`config.mk`:
```
export PLATFORM = sky130hd
export DESIGN_NAME = csp_sync_sink
export DESIGN_NICKNAME = d
export VERILOG_FILES = /design/src/rtl/csp_sync_sink.sv
export SDC_FILE = /design/constraint.sdc
export NUM_CORES = 1
export LEC_CHECK = 0
export ABC_AREA = 1
export CAP_MARGIN = 20
export CELL_PAD_IN_SITES_DETAIL_PLACEMENT = 1
export CELL_PAD_IN_SITES_GLOBAL_PLACEMENT = 1
export CORE_MARGIN = 1
export CORE_UTILIZATION = 40
export DETAILED_ROUTE_END_ITERATION = 10
export GPL_TIMING_DRIVEN = 0
export HOLD_SLACK_MARGIN = 0.06
export PLACE_DENSITY = 0.79
export SYNTH_ARGS = -nofsm -noshare
export SYNTH_HDL_FRONTEND = slang
export SYNTH_SLANG_ARGS = --single-unit
export TNS_END_PERCENT = 100
```
`constraint.sdc`:
```
create_clock -name clk -period 2.9 [get_ports clk]
set_input_delay 0.29 -clock clk [delete_from_list [all_inputs] [get_ports clk]]
set_output_delay 0.29 -clock clk [all_outputs]
set_load 0.005 [all_outputs]
```
`src/rtl/csp_sync_sink.sv`:
```
// csp_sync_sink: clocked receiver for a 4-phase bundled-data channel; stores tokens in a FIFO.
// Latency: l_req rise -> l_ack/FIFO write after SYNC_STAGES+1 edges; l_req fall -> l_ack fall after SYNC_STAGES+1 edges.
// Backpressure: when the FIFO is full l_ack is withheld, stalling the sender; output is valid/ready.
//
// Ports:
//   clk, rst_n            single clock (rising edge), async active-low reset
//   l_req, l_data, l_ack  4-phase channel; l_req is asynchronous, l_ack is a flop
//   out_valid/out_ready   stream handshake for the registered FIFO head out_data
//   count                 FIFO occupancy
//   rx_count              total accepted tokens, wraps at 16 bits
module csp_sync_sink #(
  parameter int WIDTH       = 8,
  parameter int DEPTH       = 4,
  parameter int SYNC_STAGES = 2
) (
  input  logic                       clk,
  input  logic                       rst_n,
  input  logic                       l_req,
  input  logic [WIDTH-1:0]           l_data,
  output logic                       l_ack,
  output logic                       out_valid,
  input  logic                       out_ready,
  output logic [WIDTH-1:0]           out_data,
  output logic [$clog2(DEPTH+1)-1:0] count,
  output logic [15:0]                rx_count
);

  localparam int CW = $clog2(DEPTH + 1);
  localparam int PW = $clog2(DEPTH);
  localparam logic [CW-1:0] DEPTH_C = CW'(DEPTH);

  typedef enum logic [1:0] {
    ST_IDLE     = 2'd0,
    ST_CAPTURE  = 2'd1,
    ST_WAIT_LOW = 2'd2
  } state_t;

  // Request synchronizer; only req_s is ever looked at.
  logic [SYNC_STAGES-1:0] sync_q;
  logic                   req_s;

  state_t                 state_q;
  logic                   l_ack_q;

  logic [WIDTH-1:0]       mem_q [DEPTH];
  logic [PW-1:0]          wr_ptr_q, wr_ptr_d;
  logic [PW-1:0]          rd_ptr_q, rd_ptr_d;
  logic [CW-1:0]          count_q, count_d;
  logic [CW-1:0]          left_after_rd;
  logic                   out_valid_q, out_valid_d;
  logic [WIDTH-1:0]       out_data_q, out_data_d;
  logic [15:0]            rx_count_q;

  logic                   wr_en;
  logic                   rd_en;

  assign req_s = sync_q[SYNC_STAGES-1];

  always_ff @(posedge clk or negedge rst_n) begin
    if (!rst_n) begin
      sync_q <= '0;
    end else begin
      sync_q <= {sync_q[SYNC_STAGES-2:0], l_req};
    end
  end

  // The full test uses pre-edge occupancy: a read on the same edge does not
  // make room for this edge's capture.
  assign wr_en = (state_q == ST_IDLE) && req_s && (count_q != DEPTH_C);
  assign rd_en = out_valid_q && out_ready;

  // Handshake FSM; l_ack is a registered output of it.
  always_ff @(posedge clk or negedge rst_n) begin
    if (!rst_n) begin
      state_q <= ST_IDLE;
      l_ack_q <= 1'b0;
    end else begin
      case (state_q)
        ST_IDLE: begin
          if (wr_en) begin
            state_q <= ST_CAPTURE;
            l_ack_q <= 1'b1;
          end
        end
        ST_CAPTURE: begin
          state_q <= ST_WAIT_LOW;
          l_ack_q <= 1'b1;
        end
        ST_WAIT_LOW: begin
          if (!req_s) begin
            state_q <= ST_IDLE;
            l_ack_q <= 1'b0;
          end
        end
        default: begin
          state_q <= ST_IDLE;
          l_ack_q <= 1'b0;
        end
      endcase
    end
  end

  // Next FIFO state and the new registered head.
  always_comb begin
    wr_ptr_d      = wr_ptr_q + PW'(wr_en);
    rd_ptr_d      = rd_ptr_q + PW'(rd_en);
    count_d       = count_q + CW'(wr_en) - CW'(rd_en);
    left_after_rd = count_q - CW'(rd_en);
    out_valid_d   = (count_d != '0);
    out_data_d    = out_data_q;
    if (count_d != '0) begin
      // When nothing older remains, the head is the token written on this
      // very edge, which is not yet in mem_q.
      if (wr_en && (left_after_rd == '0)) begin
        out_data_d = l_data;
      end else begin
        out_data_d = mem_q[rd_ptr_d];
      end
    end
  end

  always_ff @(posedge clk or negedge rst_n) begin
    if (!rst_n) begin
      for (int i = 0; i < DEPTH; i++) begin
        mem_q[i] <= '0;
      end
      wr_ptr_q    <= '0;
      rd_ptr_q    <= '0;
      count_q     <= '0;
      out_valid_q <= 1'b0;
      out_data_q  <= '0;
      rx_count_q  <= '0;
    end else begin
      if (wr_en) begin
        mem_q[wr_ptr_q] <= l_data;
        rx_count_q      <= rx_count_q + 16'd1;
      end
      wr_ptr_q    <= wr_ptr_d;
      rd_ptr_q    <= rd_ptr_d;
      count_q     <= count_d;
      out_valid_q <= out_valid_d;
      out_data_q  <= out_data_d;
    end
  end

  assign l_ack     = l_ack_q;
  assign out_valid = out_valid_q;
  assign out_data  = out_data_q;
  assign count     = count_q;
  assign rx_count  = rx_count_q;

endmodule

```
# --- Word-level counts from Yosys, hierarchy flattened ---
# Index checks and enable logic that the tools add are counted.
op_classes:
  mux: 13
  add_sub_neg: 6
  order_cmp: 3
  eq_ne: 5
  reduce_logical: 9
  n_bitwise: 2
op_table:
  columns: ["op", "n"]
  rows:
  - ["32-bit bitwise mux", 1]
  - ["8-bit 2-to-1 mux", 4]
  - ["16-bit by 1-bit adder with 16-bit output, second input constant", 1]
  - ["8-bit binary-select mux with 2-bit select", 1]
  - ["8-bit demux with 2-bit select", 1]
  - ["3-bit greater-or-equal comparator, second input constant", 2]
  - ["2-bit NOT with 3-bit output", 2]
  - ["2-bit one-hot mux with 3 select lines", 1]
  - ["3-bit by 1-bit subtractor with 3-bit output", 2]
  - ["1-bit logical AND", 5]
  - ["2-bit by 1-bit adder with 2-bit output", 2]
  - ["2-bit 2-to-1 mux", 2]
  - ["2-bit != test, second input constant", 2]
  - ["3-bit by 1-bit adder with 3-bit output", 1]
  - ["3-bit logical NOT", 1]
  - ["3-bit by 1-bit less-than comparator with 1-bit output, second input constant", 1]
  - ["3-bit != test, second input constant", 1]
  - ["1-bit one-hot mux with 3 select lines", 1]
  - ["3-bit nonzero test", 1]
  - ["2-bit by 1-bit equality test with 1-bit output, second input constant", 1]
  - ["2-bit equality test, second input constant", 1]
  - ["2-bit logical NOT", 1]
  - ["1-bit 2-to-1 mux", 2]
  - ["2-bit AND reduction", 1]
totals:
  output_inout_bits: 29
  reg_bits: 69
  in_bits: 12
  elab_cells: 51

# --- Longest topological paths before layout ---
# Gate-level depths: netlist of run 1.
depth:
  ltp_word: 7
  ltp_mapped: 14

# --- Worst setup path before layout of run 1 ---
# Ideal clock, no wire load.
synth_path:
  path_kind: "register to register"
  from: "register state_q[1]"
  to: "register out_data_q[0] (netlist: out_data[0])"
  stages_incl_launch_ff: 11
  path_buffers: 0
  setup_time_ps: 117
  period_less_slack_ps: 2451
  t_arrival_ps: 2334
  setup_slack_ps: 449
  path_cell_list: "dfrtp_1 > nor2_4 > nand3_1 > ha_1 > inv_1 > ha_1 > fa_1 > nor2_1 > nand2_2 > nand2_1 > nand2_1"
synth_via:
  elab_chain_len: 6
synth_rtl:
  columns: ["element", "line_no", "source"]
  rows:
  - ["start: declaration", "42", "state_t state_q;"]
  - ["start signal: assignment", "75", "state_q <= ST_IDLE;"]
  - ["start signal: assignment", "81", "state_q <= ST_CAPTURE;"]
  - ["start signal: assignment", "86", "state_q <= ST_WAIT_LOW;"]
  - ["2-bit logical NOT", "69", "assign wr_en = (state_q == ST_IDLE) && req_s && (count_q != DEPTH_C);"]
  - ["1-bit logical AND (2 in series)", "69", null]
  - ["3-bit by 1-bit adder with 3-bit output", "107", "count_d = count_q + CW'(wr_en) - CW'(rd_en);"]
  - ["3-bit by 1-bit subtractor with 3-bit output", "107", null]
  - ["net count_d[1]", "48", "logic [CW-1:0] count_q, count_d;"]
  - ["3-bit nonzero test", null, null]
  - ["net out_valid_d", "50", "logic out_valid_q, out_valid_d;"]
  - ["end signal: assignment", "142", "out_data_q <= out_data_d;"]
  - ["end: declaration", "51", "logic [WIDTH-1:0] out_data_q, out_data_d;"]
# The timed path passes the listed nets, and every way through them passes these cells.
# A chain may end at the register's enable or synchronous reset.

# --- Worst setup path in the final report of run 1 ---
layout_path:
  from: "register count_q[0] (netlist: count[0])"
  to: "register out_data_q[0] (netlist: out_data[0])"
layout_via:
  elab_chain_len: 5
layout_rtl:
  columns: ["element", "line_no", "source"]
  rows:
  - ["start: declaration", "48", null]
  - ["start signal: assignment", "140", "count_q <= count_d;"]
  - ["3-bit != test", "69", null]
  - ["1-bit logical AND", "69", null]
  - ["3-bit by 1-bit adder with 3-bit output (*)", "107", null]
  - ["3-bit by 1-bit subtractor with 3-bit output (*)", "107", null]
  - ["net count_d[2]", "48", null]
  - ["3-bit nonzero test (*)", null, null]
  - ["net out_valid_d", "50", null]
# Mark *: on every way through the listed nets, which the timed path passes. The rest lies on a longest branch.

==> flow_summary.toml, run 1 <==
[worst_setup_path]
critPathLaunch = "count[0]"
arrival_ps = 2930
worstSetupEndpointType = "register"
path_class = "reg -> reg"
max_stage_delay_ps = 430
cp_slowest_cell = "dfrtp_1"
cpLargestDelayFamily = "adder cells"
cp.required_ps = 3180
cpMostUsedCell = "nand2_1"
crit_chain = "inv_1, nand3_1, nand3_2, ha_1, inv_1, ha_1, fa_1, nand3b_1, nand2_1, clkinvlp_4, nand2_2, nand2_1, nand2_1"
rr_startpoint = "count[0]"
startpoint_type = "register"
critPathBufInv = 3
path_max_fanout = 9

[drt]
finalWirelength_um = 9120
drtIter0Drc = 91
post_drt_wl_per_cell_um = 15.4
ant_nets = 0
drcViolationCount = 0
dr.pass1.iters = 4
vias_per_cell = 5.08
vias = 3003

[cts]
clock_sinks = 69
post_cts_buffers = 0
htree_levels = 3
numCtsBuffers = 9
clockRootBuffer = "clkbuf_8"
cts_tree = "built"
clk_pin_slew_ps = 70
cts_max_path_buffers = 2
clock_latency_ps = 350

[floorplan]
die_y_um = 95.3
fp.dieW_um = 95.3
initial_core_util_pct = 41.8
rows = 33
pin_count = 41
coreArea_um2 = 8340
die_area_um2 = 9090

[place]
dp.cells = 576
place_congestion = 0.760
io_buffers = 40
hpwlAfterDp_um = 6620
pre_cts_slack_ps = -21.2
dpl_cell_area_um2 = 4010

[sta]
hold_violations = 0
worst_pin_slew_ps = 906
slew_violations = 0
setup-tns-final_ps = 0
rsz0062_at_grt = "false"
post-route-min-period_ps = 2650
finalClockSkew_ps = 14.4
max_freq_mhz = 378
fin_crit_sh_pct = 91.3
whs_ps = 55.3
setup_ws_ps = 253
setup_viol = 0
slew_headroom_pct = 39.6

[pwr]
pwr-share-seq_pct = 36.4
power.density_nw_per_um2 = 1080
swShare_pct = 44.1
p_switching_mw = 2.01
clkPwrFrac_pct = 15.1
p_int_mw = 2.54
combinationalPowerShare_pct = 48.4
power_mw = 4.55
ir_drop_mv = 0.513
total_leakage_power_nw = 2.06

[grt]
grt-ovfl-total = 0
grt_pass1_wl_um = 15200
antenna_found_initial = 0
first_global_vias = 3199
grt_start_max_net_pins = 70
track_usage_pct = 22.5

[finish]
layout_common_cells = "196 x nand2_1, 69 x dfrtp_1, 39 x clkdlybuf4s50_1, 34 x inv_1, 23 x nand3_1"
fin_cells = 591
drive_above_1_share_pct = 12.6
fin_util_pct = 50.3
antennaDiodeCount = 0
finish.instance_area_um2 = 4200
area.growth.synth_to_final_pct = 20.4
mostFrequentLayoutCell = "nand2_1"
fin_nets = 501

[logic_synthesis]
syn_inst = 431
syn_nets = 450
ys_ff_latch = 69
ys_types = 23
synth_area_per_cell_um2 = 8.08
yosysSeqAreaShare_pct = 49.6
syn_area_um2 = 3480
ys_warn_count = 0

[flow_run]
drv_cap = 0

[status]
status = "finished clean"

[hold_path]
holdCritPathClass = "in -> async"
## Yosys cell counts (all sizes together)
library cell / count / area, um^2
fa: 1 / 20.0
nand3b: 3 / 22.5
nand4: 5 / 31.3
clkinv: 1 / 3.75
xnor2: 6 / 52.6
inv: 34 / 128
nand2: 204 / 786
ha: 6 / 75.1
o21bai: 1 / 7.51
xor2: 3 / 26.3
buf: 10 / 77.6
dfrtp: 69 / 1730
nor2: 22 / 103
nand3: 28 / 175
o21ai: 38 / 250
## routing by layer
metal	global-route usage, %	part of all wire (%)
met1	26.5	43
met2	39.5	51
met3	6.14	4.1
met4	6.94	1.7
met5	0	0
## timing repair
| action | CTS | global route |
|---|---|---|
| endpoints found under the setup margin | 8 | 9 |
| pin swaps | 0 | 0 |
| gates resized for setup | 1 | 3 |
| hold buffers | 0 | 0 |
## layout make-up
class,count,area [um^2]
inverter,35,135
tap,105,131
clock inverter,6,41.3
timing repair buffer,40,398
sequential,69,1730
fill,1048,4150
multi-input combinational,317,1560
buffer,10,77.6
clock buffer,9,124
## power by group through the flow
stage | Clock (mW) | Combinational, mW | Sequential (mW)
finish | 0.689 | 2.20 | 1.66
global route | 0.742 | 2.54 | 1.71
CTS | 0.711 | 2.21 | 1.66
detailed placement | 0 | 2.18 | 1.67
global placement | 0 | 2.07 | 1.65
floorplan | 0 | 1.43 | 1.62
## state kept, by name, summed over array words and instances, names as in the netlist
name and count:
mem_q 32, rx_count 16, out_data 8, count 3
rd_ptr_q 2, state_q 2, sync_q 2, wr_ptr_q 2
l_ack 1, out_valid 1
## cell families (layout without fill, tap and decap cells)
logic type	count (synthesis)	in the layout	synth area share (%)
xor+xnor	9	9	2.26
fa+ha+maj	7	7	2.73
buf+inv	45	100	6.00
simple gates	262	262	32.1
compound gates	39	39	7.40
flops	69	69	49.6
## path summary, 6_finish.rpt
kind                       depth (start not counted)           end  slack, ps
max                                               13   out_data[0]        250
min                                                1  rx_count[11]         60
max reg2reg                                       13   out_data[0]        250
min reg2reg                                        0     sync_q[1]        370
max in group asynchronous                          1   wr_ptr_q[0]       2240
min in group clk                                   0     sync_q[1]        370
## worst reg2reg max path, stage by stage (launching register included)
cell	delay [ps]
dfrtp_1	430
inv_1	100
nand3_1	110
nand3_2	160
ha_1	350
inv_1	40
ha_1	180
fa_1	380
nand3b_1	170
nand2_1	130
clkinvlp_4	190
nand2_2	200
nand2_1	80
nand2_1	60
No activity file was read; power rests on OpenSTA's default activity.
==> run 2: changes to the inputs <==
Settings changed: CORE_MARGIN 1 to 2.
==> flow_summary.toml, run 2 (synthesis gave the netlist of run 1 again) <==
[finish]
fin_cells = 595
seqCellArea_um2 = 1730
antennaDiodeCount = 0
area.growth.synth_to_final_pct = 21.4
largest_register_ffs = 32
fill_cells = 1048
fin_nets = 501
top_register = "mem_q"
multi_input_area_um2 = 1570
drive_above_1_share_pct = 12.3
mostFrequentLayoutCell = "nand2_1"
layout_common_cells = "196 x nand2_1, 69 x dfrtp_1, 39 x clkdlybuf4s50_1, 34 x inv_1, 23 x nand3_1"

[floorplan]
rows = 34
coreArea_um2 = 8590
pin_count = 41
initial_core_util_pct = 40.6
die_area_um2 = 9470
die_y_um = 97.3
fp.dieW_um = 97.3

[pwr]
ir_drop_mv = 0.393
power.density_nw_per_um2 = 1100
total_leakage_power_nw = 2.08
power_mw = 4.67

[sta]
slew_violations = 0
post-route-min-period_ps = 2630
slew_headroom_pct = 40.0
worst_pin_slew_ps = 900
rsz0062_at_grt = "false"
setup_viol = 0
fin_crit_sh_pct = 90.6
max_freq_mhz = 380
finalClockSkew_ps = 5.54
hold_violations = 0
setup_ws_ps = 272
setup-tns-final_ps = 0

[cts]
htree_levels = 3
cts-hold-fix-buffers = 0
clock_sinks = 69
clk_pin_slew_ps = 80
clockRootBuffer = "clkbuf_8"
clock_latency_ps = 350
numCtsBuffers = 9
cts_max_path_buffers = 2
cts_tree = "built"

[drt]
dr.pass1.iters = 4
post_drt_wl_per_cell_um = 15.5
drcViolationCount = 0
drtIter0Drc = 65
vias_per_cell = 4.99
finalWirelength_um = 9210
ant_nets = 0
vias = 2972

[worst_setup_path]
timing.rr.end = "out_data[6]"
r2r_slack_ps = 270
rr_startpoint = "count[1]"
cpMostUsedCell = "nand2_1"
arrival_ps = 2920
critPathBufInv = 3
startpoint_type = "register"
worstSetupEndpointType = "register"
max_stage_delay_ps = 410
cp_slowest_cell = "dfrtp_1"
r2r_cells = 13
crit_chain = "inv_1, nand3_1, nand3_2, ha_1, inv_1, ha_1, fa_1, nand3b_1, nand2_1, clkinvlp_4, nand2_4, nand2_1, nand2_1"
cpLargestDelayFamily = "adder cells"
cp.required_ps = 3190
path_class = "reg -> reg"
path_max_fanout = 9

[grt]
track_usage_pct = 20.5
first_global_vias = 3274
antenna_found_initial = 0
grt-ovfl-total = 0
grt_pass1_wl_um = 15500
grt_start_max_net_pins = 70

[status]
status = "finished clean"

[flow_run]
drv_cap = 0

[place]
hpwlAfterDp_um = 6460
pre_cts_slack_ps = -91.7
place_congestion = 0.791
io_buffers = 40
dp.cells = 579

[hold_path]
holdCritPathClass = "in -> async"
[run 2: metal layers]
layer  up-vias  share of wire [%]  GRT usage (%)
met1      1458                 42           23.8
met4         0                2.1           7.05
li1       1454                  -              -
met5         -                  0              0
met2        42                 53           37.9
met3        18                2.6           3.88
[run 2: layout make-up]
type	count	area share, %
buffer	10	1.83
clock buffer	12	3.43
clock inverter	4	1.12
inverter	35	3.19
multi-input combinational	317	37.0
sequential	69	40.8
tap	108	3.19
timing repair buffer	40	9.40
[run 2: worst max path at each step]
stage	depth (start not counted)	slack [ps]	start	endpoint
final	13	270	count[1]	out_data[6]
after global routing	13	30	count[1]	out_data[6]
after CTS	13	50	count[1]	out_data[6]
after detailed placement	11	-90	count[1]	out_data[6]
after global placement	1	-890	rst_n	mem_q[22]
after floorplan	10	450	state_q[1]	out_data[0]
[run 2: per-stage QoR]
stage               hold slack [ps]  utilization (%)  area, um^2
detailed placement              358             46.8        4020
floorplan                     -5.59                -        3480
global route                    125             49.2        4230
CTS                            93.7             49.0        4210
global placement                346             46.8        4020
finish                         54.6             49.2        4230
[run 2: where the power goes]
group	leakage (nW)	switching (mW)	total [mW]	internal (mW)
clock network	0.0964	0.369	0.788	0.418
registers	0.856	0.289	1.66	1.37
logic	1.13	1.34	2.22	0.878
total	2.08	2.00	4.67	2.67
[run 2: timing repair]
item | in CTS | in global routing
buffers inserted | 0 | 0
resized for setup | 1 | 4
setup endpoints to repair | 9 | 9
